==> config.mk <==
export PLATFORM = sky130hd
export DESIGN_NAME = modbus_tx_frame_builder
export DESIGN_NICKNAME = d
export VERILOG_FILES = /design/src/rtl/modbus_tx_frame_builder.sv
export SDC_FILE = /design/constraint.sdc
export NUM_CORES = 1
export LEC_CHECK = 0
export ABC_CLOCK_PERIOD_IN_PS = 2250
export BUFFER_PORTS_ARGS = -buffer_cell sky130_fd_sc_hd__buf_4
export CAP_MARGIN = 40
export CORE_ASPECT_RATIO = 1.2
export CORE_MARGIN = 2
export CORE_UTILIZATION = 53
export CTS_BUF_LIST = sky130_fd_sc_hd__clkbuf_8
export DETAILED_ROUTE_END_ITERATION = 10
export GPL_TIMING_DRIVEN = 0
export PLACE_DENSITY = 0.75
export SLEW_MARGIN = 0
export SYNTH_ARGS = -nofsm -noshare
export SYNTH_HDL_FRONTEND = slang
export SYNTH_SLANG_ARGS = --single-unit
==> constraint.sdc <==
create_clock -name clk_in -period 2.25 [get_ports clk_in]
set_input_delay 0 -clock clk_in [delete_from_list [all_inputs] [get_ports clk_in]]
set_output_delay 0 -clock clk_in [all_outputs]
set_load 0.02 [all_outputs]
==> src/rtl/modbus_tx_frame_builder.sv <==
// Modbus RTU response framer: builds exception, read (03/04) and echo (06) frames
// from a handler result, streams them as bytes over a valid/ready link and appends CRC-16.
module modbus_tx_frame_builder #(
  parameter logic [7:0] MAX_QTY = 8'd125
) (
  input  logic        clk_in,
  input  logic        rst_in,
  input  logic [7:0]  dev_addr,
  input  logic        handler_done,
  input  logic [7:0]  func_code,
  input  logic [15:0] addr,
  input  logic [15:0] data,
  input  logic [7:0]  exception,
  input  logic [7:0]  tx_quantity,
  output logic        dpram_ren,
  output logic [7:0]  dpram_raddr,
  input  logic [15:0] dpram_rdata,
  output logic [7:0]  tx_data,
  output logic        tx_valid,
  input  logic        tx_ready,
  output logic        tx_done,
  output logic        busy
);

  typedef enum logic [3:0] {
    IDLE, HDR_ADDR, HDR_FUNC, BODY, RD_REQ, RD_WAIT,
    DATA_HI, DATA_LO, CRC_LO, CRC_HI, DONE
  } state_t;

  typedef enum logic [1:0] {K_EXC, K_READ, K_ECHO} kind_t;

  // One full byte of reflected CRC-16 (poly 0xA001) in a single cycle.
  function automatic logic [15:0] crc16_step(input logic [15:0] crc, input logic [7:0] b);
    logic [15:0] c;
    c = crc ^ {8'h00, b};
    for (int i = 0; i < 8; i++)
      c = c[0] ? ((c >> 1) ^ 16'hA001) : (c >> 1);
    return c;
  endfunction

  state_t      state;
  kind_t       kind_l, kind_in;
  logic [7:0]  func_l, code_l, qty_l, code_in, word_lo, widx;
  logic [15:0] addr_l, data_l, crc, crc_next;
  logic [1:0]  bidx;
  logic        accept;

  assign accept   = tx_valid && tx_ready;
  assign crc_next = crc16_step(crc, tx_data);

  always_comb begin
    kind_in = K_EXC;
    code_in = exception;
    if (exception != 8'h00) begin
      kind_in = K_EXC;
    end else if (func_code == 8'h03 || func_code == 8'h04) begin
      if (tx_quantity > MAX_QTY) code_in = 8'h03;
      else                       kind_in = K_READ;
    end else if (func_code == 8'h06) begin
      kind_in = K_ECHO;
    end else begin
      code_in = 8'h01;
    end
  end

  always_ff @(posedge clk_in) begin
    if (rst_in) begin
      state       <= IDLE;
      tx_valid    <= 1'b0;
      tx_data     <= 8'h00;
      dpram_ren   <= 1'b0;
      dpram_raddr <= 8'h00;
      tx_done     <= 1'b0;
      busy        <= 1'b0;
      crc         <= 16'hFFFF;
      kind_l      <= K_EXC;
      func_l      <= 8'h00;
      code_l      <= 8'h00;
      qty_l       <= 8'h00;
      addr_l      <= 16'h0000;
      data_l      <= 16'h0000;
      word_lo     <= 8'h00;
      widx        <= 8'h00;
      bidx        <= 2'd0;
    end else begin
      tx_done   <= 1'b0;
      dpram_ren <= 1'b0;
      case (state)
        IDLE: if (handler_done) begin
          kind_l   <= kind_in;
          code_l   <= code_in;
          func_l   <= func_code;
          qty_l    <= tx_quantity;
          addr_l   <= addr;
          data_l   <= data;
          crc      <= 16'hFFFF;
          widx     <= 8'h00;
          bidx     <= 2'd0;
          tx_data  <= dev_addr;
          tx_valid <= 1'b1;
          busy     <= 1'b1;
          state    <= HDR_ADDR;
        end
        HDR_ADDR: if (accept) begin
          crc     <= crc_next;
          tx_data <= (kind_l == K_EXC) ? (func_l | 8'h80) : func_l;
          state   <= HDR_FUNC;
        end
        HDR_FUNC: if (accept) begin
          crc   <= crc_next;
          state <= BODY;
          case (kind_l)
            K_READ:  tx_data <= {qty_l[6:0], 1'b0};
            K_ECHO:  tx_data <= addr_l[15:8];
            default: tx_data <= code_l;
          endcase
        end
        // Single-byte body for exceptions/byte count; four bytes for echo.
        BODY: if (accept) begin
          crc <= crc_next;
          if (kind_l == K_READ && qty_l != 8'h00) begin
            tx_valid    <= 1'b0;
            dpram_ren   <= 1'b1;
            dpram_raddr <= widx;
            state       <= RD_REQ;
          end else if (kind_l == K_ECHO && bidx != 2'd3) begin
            bidx <= bidx + 2'd1;
            case (bidx)
              2'd0:    tx_data <= addr_l[7:0];
              2'd1:    tx_data <= data_l[15:8];
              default: tx_data <= data_l[7:0];
            endcase
          end else begin
            tx_data <= crc_next[7:0];
            state   <= CRC_LO;
          end
        end
        RD_REQ: state <= RD_WAIT;
        RD_WAIT: begin
          word_lo  <= dpram_rdata[7:0];
          tx_data  <= dpram_rdata[15:8];
          tx_valid <= 1'b1;
          state    <= DATA_HI;
        end
        DATA_HI: if (accept) begin
          crc     <= crc_next;
          tx_data <= word_lo;
          state   <= DATA_LO;
        end
        DATA_LO: if (accept) begin
          crc <= crc_next;
          if (widx == qty_l - 8'd1) begin
            tx_data <= crc_next[7:0];
            state   <= CRC_LO;
          end else begin
            widx        <= widx + 8'd1;
            dpram_raddr <= widx + 8'd1;
            dpram_ren   <= 1'b1;
            tx_valid    <= 1'b0;
            state       <= RD_REQ;
          end
        end
        CRC_LO: if (accept) begin
          tx_data <= crc[15:8];
          state   <= CRC_HI;
        end
        CRC_HI: if (accept) begin
          tx_valid <= 1'b0;
          tx_done  <= 1'b1;
          state    <= DONE;
        end
        DONE: begin
          busy  <= 1'b0;
          state <= IDLE;
        end
        default: state <= IDLE;
      endcase
    end
  end

endmodule

==> flow_summary_export.csv, run 1 <==
group,metric,value,unit
run_status,outcome,"finished with violations",
run_status,violations,"setup timing",
floorplanning,ios,104,
logic_synthesis,synth_async_sr_flop_share,0,
floorplanning,fp-row-count,42,
sta,finalCriticalPeriod,2.32,ns
clock_network,cts_inserted_buffers,17,
cells_and_area,area.growth.synth_to_final,41.0,%
sta,grt_setup_unrepaired,"yes",
clock_network,worstSkewPairLatency,0.45,ns
cells_and_area,sequential_standard_cell_area,2340,um^2
critical_path,worstPathArrival,2.69,ns
detailed_routing,routed_via_density,5.72,
logic_synthesis,post_synth_most_frequent_cells,"sky130_fd_sc_hd__nand2_1 (156), sky130_fd_sc_hd__dfxtp_1 (116), sky130_fd_sc_hd__a21oi_1 (97)",
critical_path,timing.critical_path.slowest_stage_cell,"sky130_fd_sc_hd__nor4_4",
logic_synthesis,synth-simple-area-share,0.254,
grt,grt-ovfl-total,0,
power_and_ir_drop,comb_power_share,0.460,
logic_synthesis,synth.avg_cell_area,7.71,um^2
logic_synthesis,synthTopCellsByArea,"sky130_fd_sc_hd__dfxtp_1 (38%), sky130_fd_sc_hd__nand2_1 (9.7%), sky130_fd_sc_hd__a21oi_1 (8.0%), sky130_fd_sc_hd__nor2_1 (4.4%), sky130_fd_sc_hd__xnor2_1 (3.5%)",
detailed_routing,totalWireLength,21000,um
clock_network,cts.sinks,116,
detailed_routing,drtPass1Iterations,5,
clock_network,ctsLongestPathBuffers,2,
sta,final_max_slew_viol_count,0,
grt,grt_usage,0.335,
floorplanning,initial_utilization,0.545,
critical_path,timing.reg2reg.worst_path_depth,10,
cells_and_area,number_of_fill_cells,797,
sta,fmax,0.432,GHz
detailed_routing,drt_first_iter_violations,459,
sta,final-setup-viol-count,16,
grt,maximum_number_of_pins_on_one_net_before_global_route_repair,17,
grt,antenna_violations_before_repair,0,
logic_synthesis,synth_top_family_by_area,"simple AND/OR/NAND/NOR gates",
sta,worst_hold_slack,0.103,ns
sta,tightest_slew,0.726,ns
logic_synthesis,yosysTopAreaCell,"sky130_fd_sc_hd__dfxtp_1",
sta,timing.slew.headroom,0.516,
logic_synthesis,postSynthNetCount,878,
worst_hold_path,hold_depth,4,
critical_path,path_common_cell,"sky130_fd_sc_hd__buf_6",
logic_synthesis,yosysMostFrequentCell,"sky130_fd_sc_hd__nand2_1",
logic_synthesis,synth.yosys.warnings,0,
sta,fin_crit_sh,1.03,
placement,port-buffer-count,102,
power_and_ir_drop,power_frac_seq,0.325,
logic_synthesis,synth_compound_gate_area_share,0.212,
power_and_ir_drop,power,0.00843,W
clock_network,cts_root_buffer,"sky130_fd_sc_hd__clkbuf_8",
sta,clock-skew-final,0.0133,ns
worst_hold_path,timing.hold.worst.class,"primary input to register",
cells_and_area,drive_above_1_share,0.241,
logic_synthesis,synth.area.mux_share,0.0259,
floorplanning,die_h,121,um
power_and_ir_drop,cellInternalPower,0.00499,W
detailed_routing,post-route-drc-count,0,
power_and_ir_drop,p_per_area,989,nW/um^2
cells_and_area,multi_input_area,3700,um^2
grt,first_global_vias,6395,
power_and_ir_drop,power_leakage,3.28,nW
detailed_routing,antenna_left,0,
sta,hold_viol_final,0,
power_and_ir_drop,total_switching_power,0.00344,W
logic_synthesis,ys_ff_latch,116,
logic_synthesis,synth-adder-area-share,0.0207,
critical_path,critPathTopFamily,"simple AND/OR/NAND/NOR gates",
detailed_routing,drt-wirelength-per-cell,18.1,um
logic_synthesis,seq_area_frac_synth,0.384,
job,maxCapViolCount,0,
sta,fin_ws,-0.0659,ns
critical_path,end_kind,"register",
logic_synthesis,synth.distinct_cells,54,
cells_and_area,num_antenna_cells,0,
critical_path,timing.critical_path.depth,10,
critical_path,crit_fanout,6,
clock_network,maximum_level_of_the_cts_h_tree,4,
power_and_ir_drop,vdd_drop_max,0.654,mV
logic_synthesis,syn-cell-area,6040,um^2
critical_path,worst-path-buf-inv,3,
logic_synthesis,synth_largest_type_area_fraction,0.384,
floorplanning,die_width,101,um
critical_path,crit_path_cells,"buf_6 -> nor4_4 -> a21oi_2 -> nor4_4 -> nand3_4 -> a211oi_4 -> buf_6 -> buf_6 -> o221ai_1 -> a21oi_1",
placement,gpl.final_weighted_congestion,0.964,
critical_path,cp-start-kind,"register",
power_and_ir_drop,p_sw_frac,0.408,
floorplanning,die-area,12300,um^2
logic_synthesis,synthesis.instances,784,
clock_network,tritoncts_clock_tree,"done",
critical_path,path_class,"register to register",
cells_and_area,finalNetCount,1085,
power_and_ir_drop,power_frac_clock,0.215,
logic_synthesis,number_of_enable_flip_flop_cells_after_synthesis,0,
logic_synthesis,synth_flop_cell,"sky130_fd_sc_hd__dfxtp_1",
grt,grt_first_pass_wirelength,31600,um
critical_path,critical-path-max-stage-delay,0.38,ns
clock_network,worst_setup_hold_path_clk_slew,0.08,ns
placement,hpwlAfterDp,14100,um
logic_synthesis,yosys.area_share.xor_xnor,0.0575,
floorplanning,design.core.area,11100,um^2
critical_path,critPathRequiredTime,2.62,ns
detailed_routing,via_count,6625,
-- state kept, by name, indices dropped and copies added, names as in the netlist --
name         count
tx_data          8
state            4
word_lo          8
qty_l            8
func_l           8
code_l           8
bidx             2
dpram_raddr      8
tx_valid         1
addr_l          16
widx             8
dpram_ren        1
crc             16
busy             1
tx_done          1
data_l          16
kind_l           2
-- layer usage --
layer	share of wire	GRT usage
met1	0.39	0.392
met2	0.53	0.606
met3	0.055	0.0576
met4	0.026	0.122
met5	0	0
-- worst reg2reg max path: cells and delay by family (launching register included) --
family,cells,cell delay (ns)
and+or+nand+nor,3,0.87
DFF,1,0.32
AOI/OAI and AO/OA,4,0.67
buffers and inverters,3,0.40
-- final timing paths --
path,to,start,slack [ns]
worst max register to register,tx_data[1],qty_l[3],-0.07
worst min-delay path,dpram_ren,rst_in,0.10
worst max-delay path,tx_data[1],qty_l[3],-0.07
worst min register to register,func_l[7],func_l[7],0.46
-- power groups by stage --
stage	clock, W	combinational, W	sequential, W
after floorplan	0	0.00242	0.00269
after global placement	0	0.00332	0.00269
after detailed placement	0	0.00340	0.00270
after CTS	0.00182	0.00372	0.00267
after global routing	0.00190	0.00417	0.00277
final	0.00181	0.00388	0.00274
-- cells by family (layout without fill, tap and decap cells) --
logic type	count (synthesis)	count (layout)
compound gates	211	211
xor+xnor	35	35
fa+ha+maj	10	10
buf+inv	66	286
flops	116	116
mux	15	15
simple gates	331	331
-- per-stage QoR --
step                      area (um^2)  setup WS [ns]  instances  utilization  setup TNS (ns)
after floorplan                  6060        -0.0319        784            -         -0.0319
after global placement           7020         -0.397       1040        0.633          -21.66
after detailed placement         7030         -0.455       1041        0.634          -22.33
after CTS                        8300        -0.0716       1154        0.748          -0.704
after global routing             8520         -0.157       1158        0.769           -2.58
final                            8520        -0.0659       1158        0.769          -0.484
-- repair_timing --
action,4_1_cts,5_1_grt
pin swaps,7,24
hold buffers,71,0
gates cloned,1,1
resized for setup,35,57
endpoints found under the setup margin,90,60
setup buffers,13,8
endpoints found under the hold margin,73,0
-- cells in the final DEF, fill, tap and decap left out, types with 5 or more instances in the layout --
master,instances
sky130_fd_sc_hd__nand2_1,155
sky130_fd_sc_hd__buf_4,123
sky130_fd_sc_hd__dfxtp_1,109
sky130_fd_sc_hd__a21oi_1,94
sky130_fd_sc_hd__dlygate4sd3_1,71
sky130_fd_sc_hd__nor2_1,61
sky130_fd_sc_hd__clkbuf_1,27
sky130_fd_sc_hd__o21ai_0,26
sky130_fd_sc_hd__xnor2_1,23
sky130_fd_sc_hd__nand3_1,23
sky130_fd_sc_hd__nand2b_1,22
sky130_fd_sc_hd__clkbuf_8,17
sky130_fd_sc_hd__a22oi_1,15
sky130_fd_sc_hd__nor3_1,14
sky130_fd_sc_hd__inv_1,11
sky130_fd_sc_hd__clkbuf_2,10
sky130_fd_sc_hd__mux2i_1,10
sky130_fd_sc_hd__nor2b_1,8
sky130_fd_sc_hd__a31oi_1,8
sky130_fd_sc_hd__a211oi_1,8
sky130_fd_sc_hd__xor2_1,7
sky130_fd_sc_hd__o21bai_1,7
sky130_fd_sc_hd__a211oi_2,7
sky130_fd_sc_hd__ha_1,7
sky130_fd_sc_hd__buf_6,6
sky130_fd_sc_hd__o21ai_1,6
sky130_fd_sc_hd__nor2_4,6
sky130_fd_sc_hd__o221ai_1,6
sky130_fd_sc_hd__clkinvlp_4,6
sky130_fd_sc_hd__o21ai_2,5
sky130_fd_sc_hd__nor4_1,5
sky130_fd_sc_hd__or3_1,5
sky130_fd_sc_hd__mux2_2,5
sky130_fd_sc_hd__a221o_1,5
sky130_fd_sc_hd__dfxtp_2,5
-- area by class of cell --
cell class,count,share of cell area
well taps,154,0.0226
inverters,13,0.00602
flip-flops and latches,116,0.274
plain buffers,44,0.0242
repair buffers,197,0.196
multi-input cells,602,0.434
clock buffers,17,0.0274
clock inverters,15,0.0157
(Power assumes the default switching activity.)
==> inputs of run 2 (changes only) <==
--- a/config.mk
+++ b/config.mk
@@ -8,13 +8,16 @@
 export ABC_CLOCK_PERIOD_IN_PS = 2250
 export BUFFER_PORTS_ARGS = -buffer_cell sky130_fd_sc_hd__buf_4
 export CAP_MARGIN = 40
+export CELL_PAD_IN_SITES_DETAIL_PLACEMENT = 1
+export CELL_PAD_IN_SITES_GLOBAL_PLACEMENT = 2
 export CORE_ASPECT_RATIO = 1.2
 export CORE_MARGIN = 2
-export CORE_UTILIZATION = 53
+export CORE_UTILIZATION = 30
 export CTS_BUF_LIST = sky130_fd_sc_hd__clkbuf_8
 export DETAILED_ROUTE_END_ITERATION = 10
 export GPL_TIMING_DRIVEN = 0
-export PLACE_DENSITY = 0.75
+export PLACE_DENSITY = 0.74
+export SKIP_LAST_GASP = 1
 export SLEW_MARGIN = 0
 export SYNTH_ARGS = -nofsm -noshare
 export SYNTH_HDL_FRONTEND = slang
==> run 2 against run 1 <==
  * The run still ends with setup timing left
  * Global-route usage fell by 11 points
  * Maximum frequency fell by 1.4%
  * Design area rose by 3.6%
  * Combinational power rose by 7.0%
==> flow_summary_export.csv, run 2 (synthesis gave the netlist of run 1 again) <==
group,metric,value,unit
job,maxCapViolCount,0,
detailed_routing,drtPass1Iterations,4,
cells_and_area,area.growth.synth_to_final,46.1,%
cells_and_area,num_antenna_cells,0,
detailed_routing,via_count,6444,
clock_network,worst_setup_hold_path_clk_slew,0.08,ns
cells_and_area,drive_above_1_share,0.256,
floorplanning,die-area,21300,um^2
power_and_ir_drop,power,0.00891,W
detailed_routing,totalWireLength,24100,um
floorplanning,design.core.area,19700,um^2
critical_path,end_kind,"register",
sta,final_max_slew_viol_count,0,
placement,port-buffer-count,102,
run_status,violations,"setup timing",
detailed_routing,drt_first_iter_violations,244,
run_status,outcome,"finished with violations",
power_and_ir_drop,vdd_drop_max,0.393,mV
sta,tightest_slew,0.679,ns
floorplanning,initial_utilization,0.307,
placement,dp_cells,1148,
cells_and_area,number_of_fill_cells,2352,
sta,fin_crit_sh,1.04,
critical_path,path_class,"register to register",
floorplanning,ios,104,
sta,fin_ws,-0.0997,ns
detailed_routing,antenna_left,0,
clock_network,cts_root_buffer,"sky130_fd_sc_hd__clkbuf_8",
cells_and_area,util_after_layout,0.448,
critical_path,crit_fanout,10,
clock_network,ctsLongestPathBuffers,2,
cells_and_area,largest_regs,"addr_l x16, crc x16, data_l x16",
placement,pre_cts_slack,-0.646,ns
cells_and_area,sequential_standard_cell_area,2340,um^2
detailed_routing,routed_via_density,5.09,
sta,final.setup.tns,-0.676,ns
floorplanning,die_h,159,um
grt,grt-ovfl-total,0,
detailed_routing,post-route-drc-count,0,
detailed_routing,drt-wirelength-per-cell,19.0,um
floorplanning,die_width,134,um
power_and_ir_drop,power_leakage,3.35,nW
grt,maximum_number_of_pins_on_one_net_before_global_route_repair,17,
grt,first_global_vias,6957,
placement,hpwlAfterDp,17600,um
sta,grt_setup_unrepaired,"yes",
clock_network,tritoncts_clock_tree,"done",
clock_network,cts_inserted_buffers,17,
sta,clock-skew-final,0.0111,ns
grt,grt_first_pass_wirelength,37800,um
cells_and_area,finish.cell_count_without_fillers,1267,
placement,gpl.final_weighted_congestion,0.823,
grt,antenna_violations_before_repair,0,
worst_hold_path,timing.hold.worst.class,"primary input to register",
cells_and_area,final_cell_mix,"sky130_fd_sc_hd__nand2_1 (155), sky130_fd_sc_hd__buf_4 (124), sky130_fd_sc_hd__dfxtp_1 (109)",
critical_path,cp-start-kind,"register",
sta,finalCriticalPeriod,2.35,ns
cells_and_area,final_common_cell,"sky130_fd_sc_hd__nand2_1",
power_and_ir_drop,p_per_area,1010,nW/um^2
cells_and_area,multi_input_area,3790,um^2
sta,fmax,0.426,GHz
critical_path,worstPathArrival,2.73,ns
clock_network,worstSkewPairLatency,0.45,ns
cells_and_area,finalNetCount,1087,
clock_network,cts.sinks,116,
sta,hold_viol_final,0,
sta,timing.slew.headroom,0.547,
clock_network,maximum_level_of_the_cts_h_tree,4,
critical_path,critPathRequiredTime,2.63,ns
grt,grt_usage,0.229,
floorplanning,fp-row-count,56,
sta,final-setup-viol-count,17,
-- run 2: cell types whose count changed in the layout (fill, tap and decap cells not counted), moves of 3 or more --
cell                       delta
sky130_fd_sc_hd__clkinv_4     -3
sky130_fd_sc_hd__o221ai_1     -4
sky130_fd_sc_hd__nor2_4       -4
sky130_fd_sc_hd__o21ai_2      +4
sky130_fd_sc_hd__buf_6        +3
sky130_fd_sc_hd__clkbuf_8     +3
sky130_fd_sc_hd__o221ai_2     +4
sky130_fd_sc_hd__o21ai_1      -3
-- run 2: power breakdown --
group          internal, W  switching (W)  total [W]
registers          0.00240       0.000367    0.00277
logic              0.00181        0.00233    0.00415
clock network      0.00107       0.000931    0.00200
total              0.00528        0.00363    0.00891
-- run 2: metal layers --
metal | global-route usage | routed length (um) | up-vias
li1 | - | - | 3133
met1 | 0.272 | 10200 | 3169
met2 | 0.419 | 12700 | 118
met3 | 0.0411 | 776 | 24
met4 | 0.0653 | 409 | 0
met5 | 0 | 0 | -
-- run 2: worst paths after layout --
| path | from | endpoint | slack, ns | depth (start not counted) |
|---|---|---|---|---|
| worst max-delay path | state[1] | tx_data[7] | -0.1 | 8 |
| worst min-delay path | rst_in | dpram_ren | 0.12 | 4 |
| worst max register to register | state[1] | tx_data[7] | -0.1 | 8 |
| worst min register to register | code_l[5] | code_l[5] | 0.46 | 2 |
-- run 2: area by class of cell --
| cell class | instances | share of cell area |
|---|---|---|
| clock inverter | 12 | 0.0146 |
| sequential | 116 | 0.265 |
| buffer | 42 | 0.0234 |
| timing repair buffer | 201 | 0.195 |
| multi-input combinational | 602 | 0.429 |
| inverter | 13 | 0.00581 |
| clock buffer | 20 | 0.0312 |
| tap | 261 | 0.0370 |
-- run 2: worst max-delay path, cell delays in order (launching register included) --
cell	delay (ns)
sky130_fd_sc_hd__dfxtp_1	0.53
sky130_fd_sc_hd__clkbuf_2	0.30
sky130_fd_sc_hd__nor2b_2	0.33
sky130_fd_sc_hd__nand2_1	0.22
sky130_fd_sc_hd__a211oi_1	0.39
sky130_fd_sc_hd__nor3_1	0.15
sky130_fd_sc_hd__a31oi_1	0.19
sky130_fd_sc_hd__mux2i_1	0.09
sky130_fd_sc_hd__nor2_1	0.09
-- run 2: per-stage QoR --
| step | hold WS, ns | cell area (um^2) |
|---|---|---|
| 4_1_cts | 0.0988 | 8570 |
| 3_3_place_gp | 0.236 | 7150 |
| 3_5_place_dp | 0.248 | 7160 |
| 6_report | 0.117 | 8830 |
| 2_1_floorplan | 0.136 | 6060 |
| 5_1_grt | 0.157 | 8830 |
-- run 2: what timing repair did --
item | 4_1_cts | 5_1_grt
setup buffers | 16 | 9
endpoints found under the setup margin | 110 | 75
pin swaps | 13 | 24
gates resized for setup | 59 | 43
gates cloned | 2 | 0
hold endpoints to repair | 73 | 0
hold buffers | 71 | 0
==> inputs of run 3 (changes only) <==
--- a/config.mk
+++ b/config.mk
@@ -5,6 +5,7 @@
 export SDC_FILE = /design/constraint.sdc
 export NUM_CORES = 1
 export LEC_CHECK = 0
+export ABC_AREA = 1
 export ABC_CLOCK_PERIOD_IN_PS = 2250
 export BUFFER_PORTS_ARGS = -buffer_cell sky130_fd_sc_hd__buf_4
 export CAP_MARGIN = 40
@@ -12,13 +13,13 @@
 export CELL_PAD_IN_SITES_GLOBAL_PLACEMENT = 2
 export CORE_ASPECT_RATIO = 1.2
 export CORE_MARGIN = 2
-export CORE_UTILIZATION = 30
+export CORE_UTILIZATION = 29
 export CTS_BUF_LIST = sky130_fd_sc_hd__clkbuf_8
 export DETAILED_ROUTE_END_ITERATION = 10
 export GPL_TIMING_DRIVEN = 0
-export PLACE_DENSITY = 0.74
+export PLACE_DENSITY = 0.75
+export RECOVER_POWER = 25
 export SKIP_LAST_GASP = 1
-export SLEW_MARGIN = 0
 export SYNTH_ARGS = -nofsm -noshare
 export SYNTH_HDL_FRONTEND = slang
 export SYNTH_SLANG_ARGS = --single-unit
==> run 3 against run 2 <==
  * The run now ends clean
  * Largest cell class unchanged
  * Largest power group unchanged
  * Combinational power increased by 20%
  * Sequential power increased by 8.7%
  * Die area increased by 6.7%
  * Critical path depth increased by 3
  * Synthesized cell count increased by 18%
  * Flip-flop and latch count unchanged
  * Global-route usage decreased by 0.12 points
==> flow_summary_export.csv, run 3 <==
group,metric,value,unit
logic_synthesis,synth.yosys.warnings,0,
grt,grt_usage,0.228,
grt,maximum_number_of_pins_on_one_net_before_global_route_repair,17,
cells_and_area,largest_regs,"addr_l x16, crc x16, data_l x16",
grt,first_global_vias,6956,
critical_path,crit_path_cells,"inv_1 -> ha_1 -> nor2_2 -> nand2_1 -> o221ai_1 -> o21ai_1 -> o221ai_1 -> nor2_1 -> nand2_1 -> o21ai_1 -> nor2_1",
grt,grt_first_pass_wirelength,38400,um
critical_path,worst-path-buf-inv,1,
clock_network,cts_root_buffer,"sky130_fd_sc_hd__clkbuf_8",
sta,final-setup-viol-count,0,
logic_synthesis,seq_area_frac_synth,0.372,
grt,antenna_violations_before_repair,0,
logic_synthesis,number_of_enable_flip_flop_cells_after_synthesis,0,
cells_and_area,final_cell_mix,"sky130_fd_sc_hd__nand2_1 (185), sky130_fd_sc_hd__nor2_1 (116), sky130_fd_sc_hd__dfxtp_1 (113)",
sta,fin_ws,0.0998,ns
critical_path,end_kind,"register",
logic_synthesis,synthesis.instances,925,
cells_and_area,num_antenna_cells,0,
floorplanning,ios,104,
logic_synthesis,yosys.area_share.xor_xnor,0.0232,
detailed_routing,drtPass1Iterations,4,
detailed_routing,via_count,6878,
critical_path,timing.critical_path.slowest_stage_cell,"sky130_fd_sc_hd__dfxtp_1",
power_and_ir_drop,vdd_drop_max,0.491,mV
grt,grt-ovfl-total,0,
logic_synthesis,synth_compound_gate_area_share,0.215,
critical_path,path_class,"register to register",
clock_network,ctsLongestPathBuffers,2,
logic_synthesis,synth.area.mux_share,0,
worst_hold_path,timing.hold.worst.class,"primary input to register",
sta,finalCriticalPeriod,2.15,ns
clock_network,cts_inserted_buffers,17,
cells_and_area,number_of_fill_cells,2684,
sta,tightest_slew,0.774,ns
critical_path,crit_fanout,8,
floorplanning,die_h,165,um
detailed_routing,drt_first_iter_violations,259,
logic_synthesis,yosysTopAreaCell,"sky130_fd_sc_hd__dfxtp_1",
logic_synthesis,synth_flop_cell,"sky130_fd_sc_hd__dfxtp_1",
floorplanning,design.core.area,21000,um^2
power_and_ir_drop,power,0.0101,W
clock_network,maximum_level_of_the_cts_h_tree,4,
critical_path,critPathTopFamily,"compound AO/OA/AOI/OAI gates",
logic_synthesis,post_synth_most_frequent_cells,"sky130_fd_sc_hd__nand2_1 (189), sky130_fd_sc_hd__nor2_1 (120), sky130_fd_sc_hd__dfxtp_1 (116)",
floorplanning,initial_utilization,0.297,
placement,pre_cts_slack,-0.235,ns
logic_synthesis,synth.distinct_cells,45,
sta,timing.slew.headroom,0.484,
detailed_routing,drt-wirelength-per-cell,17.7,um
critical_path,critical-path-max-stage-delay,0.35,ns
power_and_ir_drop,p_per_area,1170,nW/um^2
logic_synthesis,synth-adder-area-share,0.0200,
sta,fin_crit_sh,0.956,
logic_synthesis,postSynthNetCount,1019,
cells_and_area,final_common_cell,"sky130_fd_sc_hd__nand2_1",
placement,gpl.final_weighted_congestion,0.837,
cells_and_area,area.growth.synth_to_final,38.6,%
power_and_ir_drop,p_sw_frac,0.456,
clock_network,worst_setup_hold_path_clk_slew,0.08,ns
logic_synthesis,synth_top_family_by_area,"simple AND/OR/NAND/NOR gates",
floorplanning,die-area,22700,um^2
power_and_ir_drop,power_frac_clock,0.212,
job,maxCapViolCount,0,
sta,final_max_slew_viol_count,0,
sta,fmax,0.465,GHz
power_and_ir_drop,cellInternalPower,0.00551,W
critical_path,cp-start-kind,"register",
detailed_routing,totalWireLength,25100,um
clock_network,tritoncts_clock_tree,"done",
sta,grt_setup_unrepaired,"yes",
clock_network,cts.sinks,116,
cells_and_area,multi_input_area,3370,um^2
logic_synthesis,synth_largest_type_area_fraction,0.372,
logic_synthesis,syn-cell-area,6250,um^2
placement,hpwlAfterDp,18800,um
cells_and_area,finish.cell_count_without_fillers,1416,
floorplanning,fp-row-count,58,
logic_synthesis,yosysMostFrequentCell,"sky130_fd_sc_hd__nand2_1",
logic_synthesis,ys_ff_latch,116,
power_and_ir_drop,power_leakage,3.87,nW
logic_synthesis,synth-simple-area-share,0.268,
clock_network,worstSkewPairLatency,0.46,ns
floorplanning,die_width,138,um
detailed_routing,post-route-drc-count,0,
detailed_routing,antenna_left,0,
cells_and_area,sequential_standard_cell_area,2330,um^2
logic_synthesis,synthTopCellsByArea,"sky130_fd_sc_hd__dfxtp_1 (37%), sky130_fd_sc_hd__nand2_1 (11%), sky130_fd_sc_hd__nor2_1 (7.2%), sky130_fd_sc_hd__o21ai_0 (6.8%), sky130_fd_sc_hd__inv_1 (6.3%)",
run_status,outcome,"completed",
critical_path,critPathRequiredTime,2.60,ns
logic_synthesis,synth_async_sr_flop_share,0,
cells_and_area,drive_above_1_share,0.188,
detailed_routing,routed_via_density,4.86,
power_and_ir_drop,comb_power_share,0.492,
power_and_ir_drop,power_frac_seq,0.297,
logic_synthesis,synth.avg_cell_area,6.75,um^2
placement,port-buffer-count,103,
sta,clock-skew-final,0.0113,ns
sta,hold_viol_final,0,
critical_path,worstPathArrival,2.50,ns
cells_and_area,finalNetCount,1227,
power_and_ir_drop,total_switching_power,0.00462,W
placement,dp_cells,1299,
run 3: cell count changes after synthesis, sizes merged, moves of 10 or more:
cell / delta
nand2: +38
inv: +107
buf: +12
mux2i: -10
a21oi: -27
nor2: +62
a22oi: -15
xnor2: -19
o21ai: +88
clkbuf: -30
a211oi: -13
o211ai: +14
nand2b: -22
run 3: final cells by class:
| class | instances | share of cell area |
|---|---|---|
| Multi-Input combinational cell | 654 | 0.389 |
| Sequential cell | 116 | 0.269 |
| Timing Repair Buffer | 188 | 0.178 |
| Inverter | 121 | 0.0548 |
| Tap cell | 270 | 0.0390 |
| Clock buffer | 17 | 0.0270 |
| Clock inverter | 15 | 0.0223 |
| Buffer | 35 | 0.0211 |
run 3: worst min-delay path, stage by stage:
cell and delay (ns):
sky130_fd_sc_hd__buf_4 0.09, sky130_fd_sc_hd__a211oi_1 0.06, sky130_fd_sc_hd__nand4_1 0.11, sky130_fd_sc_hd__o21ai_1 0.07
sky130_fd_sc_hd__nand2_1 0.06, sky130_fd_sc_hd__nand2_1 0.04, sky130_fd_sc_hd__nor2_1 0.07
run 3: kinds of logic (layout without fill, tap and decap cells):
family | after synthesis | after routing
AND/OR/NAND/NOR | 388 | 389
AO/OA/AOI/OAI | 240 | 240
buffers and inverters | 156 | 376
flip-flops | 116 | 116
XOR/XNOR | 15 | 15
adder cells (fa/ha/maj) | 10 | 10
run 3: path summary, 6_finish.rpt:
kind,slack (ns),to,cells past startpoint,startpoint
setup / recovery,0.1,tx_data[1],11,bidx[1]
hold / removal,0.08,tx_data[7],7,dpram_rdata[15]
setup reg to reg,0.1,tx_data[1],11,bidx[1]
hold reg to reg,0.45,addr_l[9],2,addr_l[9]
run 3: per-stage QoR:
| step | utilization | area (um^2) | hold slack (ns) | TNS [ns] |
|---|---|---|---|---|
| after global placement | 0.350 | 7360 | 0.225 | -1.27 |
| after CTS | 0.409 | 8600 | 0.0502 | 0 |
| after floorplan | - | 6250 | 0.0785 | 0 |
| after global routing | 0.411 | 8660 | 0.0784 | -0.158 |
| final | 0.411 | 8660 | 0.0807 | 0 |
| after detailed placement | 0.350 | 7370 | 0.235 | -2.38 |
run 3: what timing repair did:
item | in CTS | in global routing
buffers inserted | 1 | 9
gates cloned | 1 | 0
endpoints found under the hold margin | 77 | 0
pin swaps | 3 | 6
gates resized for setup | 13 | 20
endpoints found under the setup margin | 24 | 23
hold buffers | 74 | 0
run 3: power by group through the flow:
stage	registers, W	logic [W]	clock network, W
2_1_floorplan	0.00303	0.00312	0
3_3_place_gp	0.00304	0.00459	0
3_5_place_dp	0.00305	0.00463	0
4_1_cts	0.00300	0.00486	0.00221
5_1_grt	0.00307	0.00560	0.00229
6_report	0.00301	0.00498	0.00215
run 3: metal layers:
layer / vias up / wire, um / track usage
li1: 3451 / - / -
met1: 3297 / 11200 / 0.283
met2: 113 / 12800 / 0.408
met3: 17 / 774 / 0.0353
met4: 0 / 265 / 0.0584
met5: - / 0 / 0
